--- src/rtl/step_sequencer_if.sv ---
// Control, pattern-write and note-output bundle of the step sequencer.
// The master side (player/controller) drives tick, go, last_step and the
// pattern write port; the slave side (the sequencer) drives the issued
// step, note and gate outputs.
interface step_sequencer_if;
  logic       tick;
  logic       go;
  logic [3:0] last_step;
  logic       wr_en;
  logic [3:0] wr_addr;
  logic [3:0] wr_data;
  logic [3:0] note;
  logic [3:0] step;
  logic       note_valid;
  logic       gate;
  logic       bar_pulse;

  modport master (
    output tick, go, last_step, wr_en, wr_addr, wr_data,
    input  note, step, note_valid, gate, bar_pulse
  );

  modport slave (
    input  tick, go, last_step, wr_en, wr_addr, wr_data,
    output note, step, note_valid, gate, bar_pulse
  );
endinterface

--- src/rtl/step_sequencer.sv ---
// 16-step note sequencer. Each tick while running issues the note stored
// at the current step pointer, advances the pointer (wrapping after
// last_step) and opens a gate that stays high GATE_CYCLES clocks unless
// retriggered by the next non-rest step or closed by a rest step.
module step_sequencer #(
  parameter int unsigned GATE_CYCLES = 2500000
) (
  input  logic              clk,
  input  logic              reset,
  step_sequencer_if.slave   bus
);

  localparam logic [21:0] GATE_LOAD = 22'(GATE_CYCLES);

  typedef enum logic {
    IDLE = 1'b0,
    RUN  = 1'b1
  } state_t;

  state_t      state;
  logic [3:0]  ptr;
  logic [21:0] gate_cnt;

  logic [3:0]  pattern [16];

  logic [3:0]  note_p1;
  logic [3:0]  step_p1;
  logic        vld_p1;
  logic        gate_p1;
  logic        bar_p1;

  logic [3:0]  cur_note;
  logic        is_wrap;

  // Current step lookup and wrap decision; the pointer wraps on >= so a
  // last_step lowered below the pointer mid-run still wraps on the next tick.
  always_comb begin
    cur_note = pattern[ptr];
    is_wrap  = (ptr >= bus.last_step);
  end

  // Pattern store; a write in the tick cycle lands after the tick's read,
  // because the read above sees the pre-edge contents.
  always_ff @(posedge clk or posedge reset) begin
    if (reset) begin
      for (int i = 0; i < 16; i++) begin
        pattern[i] <= 4'd0;
      end
    end else if (bus.wr_en) begin
      pattern[bus.wr_addr] <= bus.wr_data;
    end
  end

  // Run/idle FSM with registered step, note, pulse and gate outputs.
  always_ff @(posedge clk or posedge reset) begin
    if (reset) begin
      state    <= IDLE;
      ptr      <= 4'd0;
      gate_cnt <= 22'd0;
      note_p1  <= 4'd0;
      step_p1  <= 4'd0;
      vld_p1   <= 1'b0;
      gate_p1  <= 1'b0;
      bar_p1   <= 1'b0;
    end else begin
      vld_p1 <= 1'b0;
      bar_p1 <= 1'b0;
      case (state)
        IDLE: begin
          // Ticks are ignored here, including one coincident with go rising.
          ptr      <= 4'd0;
          gate_cnt <= 22'd0;
          gate_p1  <= 1'b0;
          if (bus.go) begin
            state <= RUN;
          end
        end

        RUN: begin
          if (!bus.go) begin
            // Stopping closes any open gate and rewinds to step 0.
            state    <= IDLE;
            ptr      <= 4'd0;
            gate_cnt <= 22'd0;
            gate_p1  <= 1'b0;
          end else if (bus.tick) begin
            step_p1 <= ptr;
            note_p1 <= cur_note;
            bar_p1  <= (ptr == 4'd0);
            ptr     <= is_wrap ? 4'd0 : ptr + 4'd1;
            if (cur_note != 4'd0) begin
              // Non-rest: open or retrigger the gate with no low cycle.
              vld_p1   <= 1'b1;
              gate_p1  <= 1'b1;
              gate_cnt <= GATE_LOAD;
            end else begin
              gate_p1  <= 1'b0;
              gate_cnt <= 22'd0;
            end
          end else begin
            // Gate was raised with the counter at GATE_LOAD; it closes on
            // the edge where the counter would pass 1, giving exactly
            // GATE_CYCLES high cycles.
            if (gate_cnt > 22'd1) begin
              gate_cnt <= gate_cnt - 22'd1;
            end else begin
              gate_cnt <= 22'd0;
              gate_p1  <= 1'b0;
            end
          end
        end

        default: begin
          state   <= IDLE;
          ptr     <= 4'd0;
          gate_p1 <= 1'b0;
        end
      endcase
    end
  end

  assign bus.note       = note_p1;
  assign bus.step       = step_p1;
  assign bus.note_valid = vld_p1;
  assign bus.gate       = gate_p1;
  assign bus.bar_pulse  = bar_p1;

endmodule

--- src/flat_wrapper.sv ---
// flat-port wrapper written by rule: the top's interface ports become plain ports
module step_sequencer_flat 
#(
  parameter int unsigned GATE_CYCLES = 2500000
)
  (clk, reset, bus_tick, bus_go, bus_last_step, bus_wr_en, bus_wr_addr, bus_wr_data, bus_note, bus_step, bus_note_valid, bus_gate, bus_bar_pulse);
  step_sequencer_if bus_i ();
  input  logic clk;
  input  logic reset;
  input wire logic [$bits(bus_i.tick)-1:0] bus_tick;
  input wire logic [$bits(bus_i.go)-1:0] bus_go;
  input wire logic [$bits(bus_i.last_step)-1:0] bus_last_step;
  input wire logic [$bits(bus_i.wr_en)-1:0] bus_wr_en;
  input wire logic [$bits(bus_i.wr_addr)-1:0] bus_wr_addr;
  input wire logic [$bits(bus_i.wr_data)-1:0] bus_wr_data;
  output wire logic [$bits(bus_i.note)-1:0] bus_note;
  output wire logic [$bits(bus_i.step)-1:0] bus_step;
  output wire logic [$bits(bus_i.note_valid)-1:0] bus_note_valid;
  output wire logic [$bits(bus_i.gate)-1:0] bus_gate;
  output wire logic [$bits(bus_i.bar_pulse)-1:0] bus_bar_pulse;
  assign bus_i.tick = bus_tick;
  assign bus_i.go = bus_go;
  assign bus_i.last_step = bus_last_step;
  assign bus_i.wr_en = bus_wr_en;
  assign bus_i.wr_addr = bus_wr_addr;
  assign bus_i.wr_data = bus_wr_data;
  assign bus_note = bus_i.note;
  assign bus_step = bus_i.step;
  assign bus_note_valid = bus_i.note_valid;
  assign bus_gate = bus_i.gate;
  assign bus_bar_pulse = bus_i.bar_pulse;
  step_sequencer #(.GATE_CYCLES(GATE_CYCLES)) u_core (.clk(clk), .reset(reset), .bus(bus_i));
endmodule
--- config.mk ---
export PLATFORM = sky130hd
export DESIGN_NAME = step_sequencer_flat
export DESIGN_NICKNAME = d
export VERILOG_FILES = /design/src/rtl/step_sequencer_if.sv /design/src/rtl/step_sequencer.sv /design/src/flat_wrapper.sv
export SDC_FILE = /design/constraint.sdc
export NUM_CORES = 1
export LEC_CHECK = 0
export ABC_AREA = 1
export CAP_MARGIN = 15
export CORE_MARGIN = 8
export CORE_UTILIZATION = 45
export CTS_CLUSTER_SIZE = 30
export DETAILED_ROUTE_END_ITERATION = 8
export GPL_ROUTABILITY_DRIVEN = 0
export PLACE_DENSITY = 0.67
export SETUP_SLACK_MARGIN = 0.15
export SLEW_MARGIN = 20
export SYNTH_ARGS = -nofsm -noshare
export SYNTH_HDL_FRONTEND = slang
export SYNTH_SLANG_ARGS = --single-unit
--- constraint.sdc ---
create_clock -name clk -period 3.8 [get_ports clk]
set_clock_uncertainty 0.15 [all_clocks]
set_input_delay 0.57 -clock clk [delete_from_list [all_inputs] [get_ports clk]]
set_output_delay 0.57 -clock clk [all_outputs]
set_load 0.1 [all_outputs]
==> results.yml <==
status:
  status: "complete, no violations"
yosys:
  synthTopCellsByCount: "234 x nand2_1, 102 x dfrtp_1, 78 x o21ai_0"
  synth.most_common_cell: "nand2_1"
  yosys_warnings: 0
  syn_inst: 668
  synth_ff_type: "dfrtp_1"
  synth_cell_types: 32
  synthTopCellsByArea: "dfrtp_1 49%, nand2_1 17%, o21ai_0 7.5%"
  synth_fp_nets: 693
  avgSynthCellArea_um2: 7.74
  synth-edff-count: 0
  synth_top_area_share_pct: 49.3
  synth_area_leader_cell: "dfrtp_1"
  synth.ff_latch_count: 102
  yosysSeqAreaShare_pct: 49.3
  synth_async_sr_flop_share_pct: 100
  netlist_area_mm2: 0.00517
min_path:
  worstHoldPathCells: 2
  whs_endpoint: "u_core.bus.note[2]"
  hp-start: "u_core.bus.note[2]"
  hold_path_class: "flip-flop to flip-flop"
pwr:
  comb_power_share_pct: 25.9
  swShare_pct: 32.6
  intPower_mw: 2.15
  p_leak_nw: 3.03
  seqPwrFrac_pct: 43.3
  ir_drop_uv: 440
  power_density_mw_per_mm2: 546
  clockPowerShare_pct: 30.8
  power_switching_mw: 1.04
sta:
  worst_pin_slew_ns: 0.979
  drv_slew: 0
  rsz0062_at_grt: "no"
  tns_ns: 0
  setup_viol: 0
  max_freq_ghz: 0.387
  finalHoldViolations: 0
  fin_crit_sh_pct: 68.0
  maxSlewHeadroom_pct: 34.5
  fin_crit_ns: 2.58
  fin_ws_ns: 1.22
cts:
  path_clk_slew_ns: 0.07
  cts.path.max_buffers: 2
  insertion_delay_ns: 0.35
  clkSinkCount: 102
  cts_tree: "done"
  root_buffer: "clkbuf_16"
  numCtsBuffers: 9
  cts-resized-gates: 0
  cts_max_level: 3
  cts_hold_buf: 0
  post_cts_buffers: 0
placed_design:
  dp.final_hpwl_um: 8420
  post-place-ws_ns: 1.24
  port_buffers: 27
setup_path:
  cp_max_fo: 2
  r2r-start: "u_core.ptr[0]"
  reg2reg_slack_ns: 1.49
  cp-start-kind: "flip-flop"
  worstPathRequired_ns: 3.08
  cpPeakStageDelay_ns: 1.14
  reg2reg_to: "u_core.gate_cnt[8]"
  r2r_cells: 12
  path_cells: "clkdlybuf4s50_1"
  critPathBufInv: 1
  cp_slowest_cell: "clkdlybuf4s50_1"
  crit_path_end_kind: "output pin"
  cp.arrival_ns: 1.86
  path_class: "flip-flop to output pin"
  path_delay_family: "buffers and inverters"
final_layout:
  layout-drive-gt1-share_pct: 6.19
  antenna_cells: 0
  nFillCells: 1090
  area_growth_syn_to_layout_pct: 12.8
  fin_nets: 717
detailed_routing:
  ant_nets: 0
  viasPerCell: 5.09
  wirelength_um: 12100
  drt_iter0_markers: 360
  dr.pass1.iters: 5
  wl_per_cell_um: 14.5
  drcViolationCount: 0
  num_vias: 4264
floorplan:
  num_rows: 39
  core_mm2: 0.0113
  start_util_pct: 45.7
  pin_count: 28
  dieArea_mm2: 0.0152
  die-height_um: 123
  die_x_um: 123
global_route:
  grt_max_degree: 54
  grt_first_pass_wirelength_um: 20800
  grt_overflow: 0
  track_usage_pct: 17.5
  grt_pass1_vias: 4322
  antenna_found_initial: 0
job:
  maxCapViolCount: 0
==> cell usage in the layout (no fill, tap or decap), types with 3 or more instances in the layout <==
cell and n:
ha_1 8, nand3_1 35, nand2_1 234, clkdlybuf4s50_1 27, xor2_1 11, o21ai_0 78
buf_4 5, nand2_2 4, nor2_2 6, o21ai_1 3, clkbuf_16 9, nor3_1 7
inv_1 76, nor2_1 56, dfrtp_1 102, xnor2_1 8
==> power groups by stage <==
stage	sequential (mW)	combinational (mW)	clock [mW]
finish	1.38	0.823	0.981
global placement	1.39	0.803	0
detailed placement	1.40	0.823	0
floorplan	1.46	0.570	0
CTS	1.38	0.829	1.01
global route	1.40	0.940	1.05
==> per-layer routing <==
metal / up-vias / global-route usage, % / part of all wire [%] / wire, µm
met1: 2023 / 21.2 / 45 / 5430
li1: 2118 / - / - / -
met4: 0 / 6.92 / 2.0 / 242
met3: 20 / 4.75 / 4.8 / 584
met2: 103 / 29.1 / 49 / 5890
met5: - / 0 / 0 / 0
==> metrics by stage <==
step                      instance area (µm²)  util, %  power, mW  std cells  hold slack, ns
after detailed placement                 5530     48.8       2.22        824           0.315
after global placement                   5530     48.8       2.19        824           0.316
after CTS                                5840     51.6       3.21        838           0.333
final                                    5840     51.6       3.18        838           0.331
after global routing                     5840     51.6       3.39        838           0.355
after floorplan                          5170        -       2.03        668           0.298
==> registers in the layout, summed over array words and instances, names as in the netlist <==
| signal | flops |
|---|---|
| u_core.ptr | 4 |
| u_core.bus.bar_pulse | 1 |
| u_core.bus.gate | 1 |
| u_core.bus.step | 4 |
| u_core.pattern | 64 |
| u_core.bus.note_valid | 1 |
| u_core.bus.note | 4 |
| u_core.gate_cnt | 22 |
| u_core.state | 1 |
==> area by class of cell <==
cell class,count,area (µm²),area share (%)
Sequential cell,102,2550,43.7
Inverter,80,310,5.32
Clock buffer,10,239,4.09
Clock inverter,4,72.6,1.24
Timing Repair Buffer,32,308,5.27
Tap cell,143,179,3.07
Multi-Input combinational cell,467,2180,37.3
==> how the worst max path moves through the flow <==
stage	end	startpoint	slack [ns]	cells after the start
2_1_floorplan	u_core.bus.bar_pulse	reset	0.40	1
3_3_place_gp	u_core.pattern[56]	bus_wr_en	1.29	6
3_5_place_dp	u_core.pattern[27]	bus_wr_en	1.24	6
4_1_cts	bus_step[1]	u_core.bus.step[1]	1.20	1
5_1_grt	bus_step[2]	u_core.bus.step[2]	1.17	1
6_report	bus_step[1]	u_core.bus.step[1]	1.22	1
==> cell families (layout without fill, tap and decap cells) <==
family / after synthesis / count (layout) / synth area share (%)
adders and majority gates: 8 / 8 / 1.94
buffers and inverters: 99 / 126 / 8.59
AOI/OAI and AO/OA: 88 / 88 / 8.78
DFF: 102 / 102 / 49.3
xor gates and xnor gates: 19 / 19 / 3.22
and+or+nand+nor: 352 / 352 / 28.1
==> worst reg2reg max path: cells and delay by family, from the launching register on <==
kind / cells / cell delay [ns]
buffers and inverters: 3 / 0.53
flip-flops: 1 / 0.63
AND/OR/NAND/NOR: 9 / 0.91
Note: power is estimated with default switching activity, not from simulation.
